==> src/rtl/fetch_unit.sv <==
// fetch_unit: instruction fetch stage driving a 1-cycle-latency imem and
// buffering {pc, instr} in a small queue for decode.
module fetch_unit #(
  parameter int          DATA_WIDTH = 32,
  parameter int          ADDR_WIDTH = 8,
  parameter int          QDEPTH     = 4,
  parameter logic [31:0] RESET_PC   = 32'h0
) (
  input  logic                  clk,
  input  logic                  rst,
  input  logic                  fetch_en,
  input  logic                  redirect_valid,
  input  logic [31:0]           redirect_pc,
  output logic                  imem_csb0,
  output logic                  imem_web0,
  output logic [ADDR_WIDTH-1:0] imem_addr0,
  output logic [DATA_WIDTH-1:0] imem_din0,
  input  logic [DATA_WIDTH-1:0] imem_dout0,
  output logic                  if_valid,
  output logic [31:0]           if_pc,
  output logic [DATA_WIDTH-1:0] if_instr,
  input  logic                  id_ready
);
  localparam int PW = $clog2(QDEPTH);
  localparam int CW = PW + 1;
  typedef enum logic [1:0] {S_IDLE, S_RUN, S_HALT} state_t;
  state_t                state, state_nxt;
  logic [31:0]           pc, req_pc;
  logic                  pending, issue, push, pop;
  logic [CW-1:0]         count;
  logic [PW-1:0]         wr, rd;
  logic [ADDR_WIDTH-1:0] addr_q;
  logic [31:0]           q_pc    [QDEPTH];
  logic [DATA_WIDTH-1:0] q_instr [QDEPTH];

  always_ff @(posedge clk or posedge rst)
    if (rst) state <= S_IDLE;
    else     state <= state_nxt;

  // An in-flight request reserves a queue slot, so a response push can never overflow.
  always_comb begin
    state_nxt  = (state == S_IDLE || fetch_en) ? S_RUN : S_HALT;
    issue      = state == S_RUN && fetch_en && !redirect_valid &&
                 (count + CW'(pending) < CW'(QDEPTH));
    imem_csb0  = !issue;
    imem_addr0 = issue ? pc[ADDR_WIDTH+1:2] : addr_q;
  end

  assign imem_web0 = 1'b1;
  assign imem_din0 = '0;
  assign if_valid  = count != '0;
  assign if_pc     = if_valid ? q_pc[rd] : '0;
  assign if_instr  = if_valid ? q_instr[rd] : '0;
  assign push      = pending && !redirect_valid;
  assign pop       = if_valid && id_ready && !redirect_valid;

  always_ff @(posedge clk or posedge rst)
    if (rst) begin
      pc      <= RESET_PC;
      req_pc  <= '0;
      pending <= 1'b0;
      addr_q  <= '0;
      count   <= '0;
      wr      <= '0;
      rd      <= '0;
    end else if (redirect_valid) begin
      pc      <= redirect_pc & ~32'h3;
      pending <= 1'b0;
      count   <= '0;
      wr      <= '0;
      rd      <= '0;
    end else begin
      pending <= issue;
      if (issue) begin
        pc     <= pc + 32'd4;
        req_pc <= pc;
        addr_q <= pc[ADDR_WIDTH+1:2];
      end
      if (push) wr <= wr + PW'(1);
      if (pop) rd <= rd + PW'(1);
      count <= count + CW'(push) - CW'(pop);
    end

  always_ff @(posedge clk)
    if (push) begin
      q_pc[wr]    <= req_pc;
      q_instr[wr] <= imem_dout0;
    end
endmodule
==> config.mk <==
export PLATFORM = sky130hd
export DESIGN_NAME = fetch_unit
export DESIGN_NICKNAME = d
export VERILOG_FILES = /design/src/rtl/fetch_unit.sv
export SDC_FILE = /design/constraint.sdc
export NUM_CORES = 1
export LEC_CHECK = 0
export CAP_MARGIN = 20
export CORE_MARGIN = 1
export CORE_UTILIZATION = 45
export DETAILED_ROUTE_END_ITERATION = 12
export PLACE_DENSITY = 0.78
export SLEW_MARGIN = 20
export SYNTH_ARGS = -nofsm -noshare
export SYNTH_HDL_FRONTEND = slang
export SYNTH_SLANG_ARGS = --single-unit
==> constraint.sdc <==
create_clock -name clk -period 2.7 [get_ports clk]
set_clock_uncertainty 0.15 [all_clocks]
set_input_delay 0.27 -clock clk [delete_from_list [all_inputs] [get_ports clk]]
set_output_delay 0.27 -clock clk [all_outputs]
set_load 0.02 [all_outputs]
==> results by group <==
Outcome
  – Status: finished clean

Route
  – First DRT Iteration DRCs: 527
  – Via count: 7755
  – Wire per inst: 19.9 um
  – Final WL: 28800 um
  – Via density per instance: 5.37
  – Antenna Nets Post-Route: 0
  – DRC: 0
  – First drt pass iteration count: 5

Synthesis
  – Yosys reg bits: 326
  – Post-synth EDFFs: 248
  – Synthesized cell area: 0.0134 mm2
  – YS warnings: 0
  – Asr flop ratio synth: 23.9%
  – Ys flop type: edfxtp_1
  – Area contributors post-synth: edfxtp_1 (56%), dfrtp_1 (15%), mux4_2 (10%)
  – Library cells used by synthesis: 50
  – Sequential area share after synthesis: 70.4%
  – Top-area cell type share of the netlist area: 55.8%
  – Synth area leader: edfxtp_1
  – Cells after Synth: 849
  – Syn Area/Cell: 15.7 um2

Clock tree
  – Clk Latency, worst-skew pair: 510 ps
  – Root Driver: clkbuf_16
  – TritonCTS Buffers: 34
  – Clock tree buffer depth: 3
  – Clock Sink Count: 326
  – Worst-path clk slew: 60 ps
  – CTS Hold Bufs: 0
  – H-tree levels: 2
  – CTS tree: yes

Job
  – Total of max-cap violations: 0

Finish
  – Area Growth Syn to Fin: 24.2%
  – Final Util: 57.3%
  – Fin nets: 1112
  – # diodes: 0
  – Layout cell share with drive strength beyond 1: 22.3%
  – Fillcell total: 2173

Global routing
  – Largest net degree at the start of global routing: 53
  – Vias in the first global route: 8131
  – Total congestion overflow: 0
  – Initial antenna violation count: 0
  – Global Route Usage Sum: 19.5%
  – First-pass GRT wire length: 45300 um

Power
  – Leakage: 6.22 nW
  – Worst vdd ir: 0.566 mV
  – Pwr/cell area: 865 mW/mm2

Timing
  – Final setup margin: 58.5 ps
  – Post-layout min period: 2640 ps
  – Slew @ Worst Pin: 851 ps
  – Fmax: 379 MHz
  – RSZ-0062 raised after global routing: yes
  – Fin crit share: 97.8%
  – Hold WS: 7.96 ps
  – Hold Vio Cnt, Final: 0
  – Slew Limit Headroom: 43.2%
  – # setup viols final: 0
  – Fin. max-slew vios: 0

Placed design
  – DP Wirelength: 17600 um
  – GPL Wtd Cong: 0.821
  – I/O Buffers: 138
  – Pre-CTS WS: 8.50 ps

Worst setup path
  – Worst-path fanout max: 11
  – Crit Reg-Reg Endpoint: pc[12]
  – R2r worst-path depth: 7
  – Crit path DAT: 2220 ps
  – Nature of the critical path endpoint: output pin
  – Reg2Reg Launch Point: count[2]
  – WP data required: 2280 ps
  – Startpoint types: register
  – Crit Path Class: register to output pin
  – R2R setup slack: 150 ps

Floorplanning
  – Rows: 62
  – Die ar.: 0.0304 mm2
  – Starting Density: 46.2%
  – Die Wd: 174 um
  – Die height: 174 um
  – Number of I/O pins: 176
  – Core footprint: 0.0289 mm2

Hold path
  – Hold Crit Class: input pin to async pin
-- logic make-up after synthesis --
group	synth area share [%]
compound gates	3.21
xor+xnor	0.394
fa+ha+maj	0.806
buf+inv	3.62
flops	70.4
mux	10.5
other cells	0.0562
simple gates	11.0
-- cells in the mapped netlist (8+ instances only) --
library cell and count:
o211ai_1 8, mux4_2 62, buf_4 35, and2_1 67, nand2_1 148, nor2_1 16, buf_2 17, nor2b_1 8
inv_1 11, dfrtp_1 78, nand4_1 10, o21ai_0 19, edfxtp_1 248, nand3_1 11, clkbuf_1 20
-- registers in the layout (all words and copies together), names as in the netlist --
| name | cells |
|---|---|
| pending | 1 |
| pc | 30 |
| addr_q | 8 |
| wr | 2 |
| req_pc | 30 |
| q_instr | 128 |
| count | 3 |
| state | 2 |
| rd | 2 |
| q_pc | 120 |
-- metrics by stage --
step	power [mW]	cell area, um2	TNS [ps]	instances
CTS	14.5	16700	-57.0	1442
floorplan	8.44	13500	0	882
detailed placement	10.0	15400	0	1366
finish	14.4	16600	0	1443
global placement	9.92	15400	0	1366
global route	15.0	16600	-22.1	1443
-- routing by layer --
| metal | track usage [%] | vias up | share of wire [%] |
|---|---|---|---|
| met5 | 0 | - | 0 |
| met4 | 7.13 | 0 | 2.9 |
| met3 | 3.89 | 56 | 6.5 |
| met2 | 33.2 | 284 | 50 |
| met1 | 24.9 | 3936 | 40 |
| li1 | - | 3479 | - |
-- final cells by class --
cell class              count  area (um2)  share of cell area [%]
flip-flops and latches    326        9410                    56.7
multi-input cells         468        3630                    21.9
repair buffers            193        1950                    11.8
clock buffers              46         947                    5.71
well taps                 384         480                    2.90
clock inverters            14         126                   0.762
inverters                  12        48.8                   0.294
-- critical path, cell delays in order (launching register included) --
cell,delay [ps]
dfrtp_4,500
buf_16,170
mux4_2,550
and2_1,170
dlygate4sd2_1,310
-- what timing repair did --
item / CTS / global route
gates cloned: 5 / 0
endpoints found under the setup margin: 72 / 50
buffers inserted: 11 / 3
resized for setup: 190 / 31
pin swaps: 1 / 0
-- power breakdown --
group | switching (mW) | internal (mW)
logic | 1.89 | 1.60
registers | 0.403 | 5.98
clock network | 1.82 | 2.65
total | 4.12 | 10.2
-- placed cells by master, fill, tap and decap left out, types with 5 or more instances in the layout --
cell,count
nand2_1,148
o311ai_0,7
nor2_1,16
nor2b_1,8
buf_2,31
clkdlybuf4s15_1,7
nand3b_1,5
clkinv_2,5
clkbuf_1,8
o21ai_0,19
and2_1,63
ha_1,7
nand3_1,11
dlygate4sd2_1,17
clkdlybuf4s15_2,14
o211ai_1,8
o311ai_1,5
o21ai_1,5
a21oi_1,5
edfxtp_1,248
buf_12,17
mux4_2,62
buf_4,31
dfrtp_1,75
clkdlybuf4s50_1,65
conb_1,35
clkbuf_16,35
nand4_1,10
inv_1,10
-- worst max path at each step --
stage,end,cells after the start,start,slack (ps)
floorplan,count[2],11,count[1],270
detailed placement,imem_addr0[1],7,fetch_en,8
finish,if_pc[26],4,rd[0],60
global route,if_instr[28],6,rd[0],-20
global placement,imem_addr0[1],7,fetch_en,30
CTS,if_instr[25],5,rd[0],-40
No activity file was read; power rests on OpenSTA's default activity.
